$ cat src/rtl/ram_loader_if.sv
// Host byte stream plus RAM write port and loader status, bundled for the loader.
interface ram_loader_if #(
  parameter int unsigned ADDR_WIDTH = 4,
  parameter int unsigned DATA_WIDTH = 8
);
  logic [DATA_WIDTH-1:0] rx_data;
  logic                  rx_valid;
  logic                  rx_ready;
  logic                  ram_we;
  logic [ADDR_WIDTH-1:0] ram_addr;
  logic [DATA_WIDTH-1:0] ram_data;
  logic                  cpu_halt;
  logic                  load_done;
  logic                  load_error;

  // Environment side: drives the stream, observes RAM port and status.
  modport master (
    output rx_data, rx_valid,
    input  rx_ready, ram_we, ram_addr, ram_data, cpu_halt, load_done, load_error
  );

  // Loader side.
  modport slave (
    input  rx_data, rx_valid,
    output rx_ready, ram_we, ram_addr, ram_data, cpu_halt, load_done, load_error
  );
endinterface

$ cat src/rtl/ram_loader.sv
// Framed program loader: HEADER, ADDR, COUNT, COUNT data bytes, CHK -> RAM writes.
module ram_loader #(
  parameter int unsigned           ADDR_WIDTH     = 4,
  parameter int unsigned           DATA_WIDTH     = 8,
  parameter logic [DATA_WIDTH-1:0] HEADER_BYTE    = 'hA5,
  parameter int unsigned           TIMEOUT_CYCLES = 1000000
) (
  input  logic          clk,
  input  logic          rst_n,
  ram_loader_if.slave   bus
);

  localparam int unsigned           DEPTH     = 2 ** ADDR_WIDTH;
  localparam logic [DATA_WIDTH-1:0] MAX_COUNT = DATA_WIDTH'(DEPTH);
  localparam int unsigned           TW        = $clog2(TIMEOUT_CYCLES + 1);
  localparam logic [TW-1:0]         TMO_LAST  = TW'(TIMEOUT_CYCLES - 1);

  typedef enum logic [2:0] {
    S_IDLE, S_ADDR, S_COUNT, S_DATA, S_WRITE, S_CHK
  } state_t;

  state_t                state_q, state_d;
  logic [ADDR_WIDTH-1:0] ptr_q, ptr_d;
  logic [ADDR_WIDTH:0]   rem_q, rem_d;
  logic [DATA_WIDTH-1:0] chk_q, chk_d;
  logic [TW-1:0]         tmo_q, tmo_d;
  logic                  we_q, we_d;
  logic [ADDR_WIDTH-1:0] waddr_q, waddr_d;
  logic [DATA_WIDTH-1:0] wdata_q, wdata_d;
  logic                  halt_q, halt_d;
  logic                  done_q, done_d;
  logic                  err_q, err_d;
  logic                  ready;
  logic                  xfer;

  // State and datapath registers with synchronous active-low reset.
  always_ff @(posedge clk) begin
    if (!rst_n) begin
      state_q <= S_IDLE;
      ptr_q   <= '0;
      rem_q   <= '0;
      chk_q   <= '0;
      tmo_q   <= '0;
      we_q    <= 1'b0;
      waddr_q <= '0;
      wdata_q <= '0;
      halt_q  <= 1'b0;
      done_q  <= 1'b0;
      err_q   <= 1'b0;
    end else begin
      state_q <= state_d;
      ptr_q   <= ptr_d;
      rem_q   <= rem_d;
      chk_q   <= chk_d;
      tmo_q   <= tmo_d;
      we_q    <= we_d;
      waddr_q <= waddr_d;
      wdata_q <= wdata_d;
      halt_q  <= halt_d;
      done_q  <= done_d;
      err_q   <= err_d;
    end
  end

  // Next-state and datapath update for one accepted byte or one idle cycle.
  always_comb begin
    state_d = state_q;
    ptr_d   = ptr_q;
    rem_d   = rem_q;
    chk_d   = chk_q;
    tmo_d   = '0;
    we_d    = we_q;
    waddr_d = waddr_q;
    wdata_d = wdata_q;
    halt_d  = halt_q;
    done_d  = 1'b0;
    err_d   = err_q;
    xfer    = bus.rx_valid && ready;

    // Inter-byte watchdog; only byte-waiting states inside a frame count.
    if (state_q inside {S_ADDR, S_COUNT, S_DATA, S_CHK} && !xfer) begin
      if (tmo_q == TMO_LAST) begin
        state_d = S_IDLE;
        err_d   = 1'b1;
        halt_d  = 1'b0;
      end else begin
        tmo_d = tmo_q + 1'b1;
      end
    end

    unique case (state_q)
      S_IDLE: begin
        if (xfer && bus.rx_data == HEADER_BYTE) begin
          state_d = S_ADDR;
          halt_d  = 1'b1;
          err_d   = 1'b0;
          chk_d   = '0;
        end
      end
      S_ADDR: begin
        if (xfer) begin
          if (bus.rx_data[DATA_WIDTH-1:ADDR_WIDTH] != '0) begin
            state_d = S_IDLE;
            err_d   = 1'b1;
            halt_d  = 1'b0;
          end else begin
            ptr_d   = bus.rx_data[ADDR_WIDTH-1:0];
            chk_d   = chk_q + bus.rx_data;
            state_d = S_COUNT;
          end
        end
      end
      S_COUNT: begin
        if (xfer) begin
          if (bus.rx_data == '0 || bus.rx_data > MAX_COUNT) begin
            state_d = S_IDLE;
            err_d   = 1'b1;
            halt_d  = 1'b0;
          end else begin
            rem_d   = bus.rx_data[ADDR_WIDTH:0];
            chk_d   = chk_q + bus.rx_data;
            state_d = S_DATA;
          end
        end
      end
      S_DATA: begin
        if (xfer) begin
          waddr_d = ptr_q;
          wdata_d = bus.rx_data;
          we_d    = 1'b1;
          chk_d   = chk_q + bus.rx_data;
          state_d = S_WRITE;
        end
      end
      S_WRITE: begin
        we_d    = 1'b0;
        ptr_d   = ptr_q + 1'b1;
        rem_d   = rem_q - 1'b1;
        state_d = (rem_q == 1) ? S_CHK : S_DATA;
      end
      S_CHK: begin
        if (xfer) begin
          if (bus.rx_data == chk_q) done_d = 1'b1;
          else                      err_d  = 1'b1;
          halt_d  = 1'b0;
          state_d = S_IDLE;
        end
      end
      default: state_d = S_IDLE;
    endcase
  end

  // Outputs: ready is decoded from state and gated by reset; the rest are registered.
  always_comb begin
    ready          = rst_n && (state_q != S_WRITE);
    bus.rx_ready   = ready;
    bus.ram_we     = we_q;
    bus.ram_addr   = waddr_q;
    bus.ram_data   = wdata_q;
    bus.cpu_halt   = halt_q;
    bus.load_done  = done_q;
    bus.load_error = err_q;
  end

endmodule

$ cat src/flat_wrapper.sv
// flat-port wrapper written by rule: the top's interface ports become plain ports
module ram_loader_flat 
#(
  parameter int unsigned           ADDR_WIDTH     = 4,
  parameter int unsigned           DATA_WIDTH     = 8,
  parameter logic [DATA_WIDTH-1:0] HEADER_BYTE    = 'hA5,
  parameter int unsigned           TIMEOUT_CYCLES = 1000000
)
  (clk, rst_n, bus_rx_data, bus_rx_valid, bus_rx_ready, bus_ram_we, bus_ram_addr, bus_ram_data, bus_cpu_halt, bus_load_done, bus_load_error);
  ram_loader_if #(.ADDR_WIDTH(ADDR_WIDTH), .DATA_WIDTH(DATA_WIDTH)) bus_i ();
  input  logic clk;
  input  logic rst_n;
  input wire logic [$bits(bus_i.rx_data)-1:0] bus_rx_data;
  input wire logic [$bits(bus_i.rx_valid)-1:0] bus_rx_valid;
  output wire logic [$bits(bus_i.rx_ready)-1:0] bus_rx_ready;
  output wire logic [$bits(bus_i.ram_we)-1:0] bus_ram_we;
  output wire logic [$bits(bus_i.ram_addr)-1:0] bus_ram_addr;
  output wire logic [$bits(bus_i.ram_data)-1:0] bus_ram_data;
  output wire logic [$bits(bus_i.cpu_halt)-1:0] bus_cpu_halt;
  output wire logic [$bits(bus_i.load_done)-1:0] bus_load_done;
  output wire logic [$bits(bus_i.load_error)-1:0] bus_load_error;
  assign bus_i.rx_data = bus_rx_data;
  assign bus_i.rx_valid = bus_rx_valid;
  assign bus_rx_ready = bus_i.rx_ready;
  assign bus_ram_we = bus_i.ram_we;
  assign bus_ram_addr = bus_i.ram_addr;
  assign bus_ram_data = bus_i.ram_data;
  assign bus_cpu_halt = bus_i.cpu_halt;
  assign bus_load_done = bus_i.load_done;
  assign bus_load_error = bus_i.load_error;
  ram_loader #(.ADDR_WIDTH(ADDR_WIDTH), .DATA_WIDTH(DATA_WIDTH), .HEADER_BYTE(HEADER_BYTE), .TIMEOUT_CYCLES(TIMEOUT_CYCLES)) u_core (.clk(clk), .rst_n(rst_n), .bus(bus_i));
endmodule
$ cat config.mk
export PLATFORM = sky130hd
export DESIGN_NAME = ram_loader_flat
export DESIGN_NICKNAME = d
export VERILOG_FILES = /design/src/rtl/ram_loader_if.sv /design/src/rtl/ram_loader.sv /design/src/flat_wrapper.sv
export SDC_FILE = /design/constraint.sdc
export NUM_CORES = 1
export LEC_CHECK = 0
export BUFFER_PORTS_ARGS = -buffer_cell sky130_fd_sc_hd__buf_2
export CAP_MARGIN = 20
export CORE_MARGIN = 2
export CORE_UTILIZATION = 53
export DETAILED_ROUTE_END_ITERATION = 16
export GPL_TIMING_DRIVEN = 0
export PLACE_DENSITY = 0.75
export SYNTH_ARGS = -nofsm -noshare
export SYNTH_HDL_FRONTEND = slang
export SYNTH_SLANG_ARGS = --single-unit
$ cat constraint.sdc
create_clock -name clk -period 1.75 [get_ports clk]
set_input_delay 0.0875 -clock clk [delete_from_list [all_inputs] [get_ports clk]]
set_output_delay 0.0875 -clock clk [all_outputs]
set_load 0.005 [all_outputs]
==> impl_metrics.tcl <==
set metrics [dict create \
    rows 27 \
    regArea_um2 1130 \
    clockRootBuffer "clkbuf_8" \
    cts_tree "done" \
    core_region_area_um2 5540 \
    worstPathArrival_ns 1.98 \
    finalHoldViolations 0 \
    num_vias 2847 \
    critPathSlowestCell "dfxtp_2" \
    drive_above_1_share_pct 21.2 \
    r2r_cells 8 \
    holdPathStages 3 \
    gr-total-overflow 0 \
    drtIter0Drc 153 \
    relSlewSlack_pct 60.8 \
    path_cells "ha_4 -> inv_2 -> fa_2 -> nand2b_4 -> a21oi_4 -> o21a_1 -> or3_1 -> a32o_1" \
    synthSimpleGateAreaFrac_pct 29.5 \
    crit_type "reg -> reg" \
    layout.nets 439 \
    outcome "finished with violations" \
    wl_um 7280 \
    wl_per_cell_um 14.9 \
    violations "setup timing" \
    synth_top_cells_by_area "dfxtp_1 37%, nand2_1 6.4%, nor2_1 5.9%" \
    fin_util_pct 65.5 \
    fmax_mhz 564 \
    cp_num_buf_inv 1 \
    die-area_um2 6360 \
    start_kind "register" \
    start_util_pct 54.9 \
    clkLatencyLatePin_ns 0.30 \
    tightest_slew_ns 0.588 \
    via_per_inst 5.85 \
    syn_area_per_cell_um2 8.07 \
    n_antenna_cell 0 \
    cts_sinks 56 \
    maxCapViolations 0 \
    first_pass_iters 4 \
    die_h_um 79.8 \
    grt_max_degree 16 \
    yosys_warnings 0 \
    maxSlewViolCount 0 \
    synth-xor-area-share_pct 6.62 \
    postSynth.asyncResetShare_pct 0 \
    clock_path_buffers 2 \
    worst_slack_ns -0.0235 \
    finClkSkew_ns 0.00297 \
    cp.required_ns 1.96 \
    grtUsageTotal_pct 23.5 \
    syn-num-nets 400 \
    powerDensity_nw_per_um2 610 \
    synth_cells 377 \
    multi_input_area_um2 1950 \
    io_pins 28 \
    slowest_delay_ns 0.35 \
    postRouteAntennaNets 0 \
    first_global_vias 2535 \
    post-place-ws_ns -0.285 \
    synth_top_family_by_area "simple AND/OR/NAND/NOR gates" \
    synthFlopType "dfxtp_1" \
    period_share_pct 101 \
    antenna_found_initial 0 \
    syn_to_final_growth_pct 19.3 \
    dp_hpwl_um 4970 \
    critical-path-top-delay-family "compound AO/OA/AOI/OAI gates" \
    crit_cells 8 \
    hp-class "in -> reg" \
    synth_seq_cells 56 \
    synth.area.mux_share_pct 0.699 \
    setup_viol 1 \
    yosysSeqAreaShare_pct 36.9 \
    rsz0062_at_grt "yes" \
    power.total_uw 2210 \
    numCtsBuffers 5 \
    p_leak_uw 0.00128 \
    ir_drop_mv 0.549 \
    gp_congestion 0.889 \
    hold_buffers 0 \
    path_clk_slew_ns 0.09 \
    endpoint_kind "register" \
    synthDominantCellAreaShare_pct 36.9 \
    synth-adder-area-share_pct 5.18 \
    h-tree-depth 2 \
    port_buffers 26 \
    n_fill_cell 460 \
    period_needed_ns 1.77 \
    yosysTopAreaCell "dfxtp_1" \
    hold_ws_ns 0.0511 \
    synth_edf_count 0 \
    synth.distinct_cells 57 \
    synthesis.area_um2 3040 \
    grt_first_pass_wirelength_um 11900 \
    die_w_um 79.8 \
    crit_path_max_fanout 3 \
    synth_compound_area_share_pct 16.7 \
    drc 0 \
]
[flip-flops by register name (all words and copies together) (netlist names)]
| signal | flops |
|---|---|
| u_core.rem_q | 5 |
| u_core.bus.ram_data | 8 |
| u_core.bus.ram_we | 1 |
| u_core.bus.cpu_halt | 1 |
| u_core.state_q | 3 |
| u_core.bus.ram_addr | 4 |
| u_core.bus.load_done | 1 |
| u_core.chk_q | 8 |
| u_core.tmo_q | 20 |
| u_core.bus.load_error | 1 |
| u_core.ptr_q | 4 |
[cell type report]
class	count	area share [%]
well taps	72	2.48
clock buffers	5	1.90
repair buffers	33	5.48
flip-flops and latches	56	31.0
inverters	13	1.34
plain buffers	16	3.28
multi-input cells	291	53.7
clock inverters	1	0.828
[cells in the mapped netlist, drive strengths merged, types with 9 or more instances]
| master | number |
|---|---|
| ha | 11 |
| inv | 13 |
| nand4 | 10 |
| dfxtp | 56 |
| nand3 | 15 |
| xnor2 | 14 |
| xor2 | 9 |
| nor3 | 16 |
| nand2 | 52 |
| a21oi | 30 |
| o21ai | 12 |
| nor2 | 48 |
| clkbuf | 11 |
[repair_timing]
action,CTS,global route
resized for setup,39,18
setup endpoints to repair,49,45
buffers inserted,2,3
pin swaps,7,5
gates cloned,2,0
[power breakdown]
part           total, µW  leakage (µW)  internal, µW  switching (µW)
registers           1270      0.000453          1270          0.0849
clock network        807     0.0000501           411             396
logic                133      0.000779          46.6            86.3
total               2210       0.00128          1730             482
[worst reg2reg max path: cells and delay by family (launching register included)]
| family | cells | cell delay (ns) |
|---|---|---|
| simple gates | 2 | 0.45 |
| fa+ha+maj | 2 | 0.36 |
| flops | 1 | 0.35 |
| buf+inv | 1 | 0.05 |
| compound gates | 3 | 0.46 |
[layout by cell type (no fill, tap or decap), types with 3 or more instances in the layout]
master	netlist	final
nand2_1	52	52
dfxtp_1	56	52
nor2_1	48	48
buf_2	3	28
a21oi_1	30	26
nand3_1	14	14
nor3_1	16	14
xnor2_1	14	14
inv_1	13	11
nand4_1	10	10
clkbuf_8	0	9
xor2_1	9	9
o21ai_0	12	9
buf_4	1	6
ha_4	0	6
ha_1	11	5
clkbuf_1	11	4
and3_1	4	4
buf_6	2	4
or3_1	4	4
a31oi_1	4	4
a22o_1	4	4
dfxtp_2	0	4
nor4b_1	3	3
a21oi_2	0	3
o21ai_1	0	3
o21a_1	3	3
o31ai_1	3	3
nor4_1	3	3
[cells by family after synthesis]
logic type | count (synthesis)
AOI/OAI and AO/OA | 76
and+or+nand+nor | 178
buffers and inverters | 30
adders and majority gates | 12
DFF | 56
xor gates and xnor gates | 23
muxes | 2
[layer usage]
layer,up-vias,track usage (%),wire length (µm)
met3,8,3.39,357
li1,1422,-,-
met5,-,0,0
met2,81,36.7,3390
met4,0,5.42,72
met1,1336,34.2,3460
[worst paths after layout]
kind,start,to,slack (ns)
max,u_core.chk_q[0]$_SDFFE_PN0P_,u_core.chk_q[6]$_SDFFE_PN0P_,-0.02
min,bus_rx_data[7],u_core.bus.ram_data[7]$_SDFFE_PN0P_,0.05
max reg2reg,u_core.chk_q[0]$_SDFFE_PN0P_,u_core.chk_q[6]$_SDFFE_PN0P_,-0.02
min reg2reg,u_core.bus.ram_we$_SDFFE_PN0P_,u_core.bus.ram_we$_SDFFE_PN0P_,0.45
[per-stage QoR]
step | setup TNS, ns | instance area [µm²] | instances
2_1_floorplan | 0 | 3050 | 377
3_3_place_gp | -5.99 | 3270 | 475
3_5_place_dp | -7.57 | 3270 | 475
4_1_cts | -0.0392 | 3570 | 485
5_1_grt | -0.143 | 3630 | 487
6_report | -0.0235 | 3630 | 487
(Power assumes the default switching activity.)
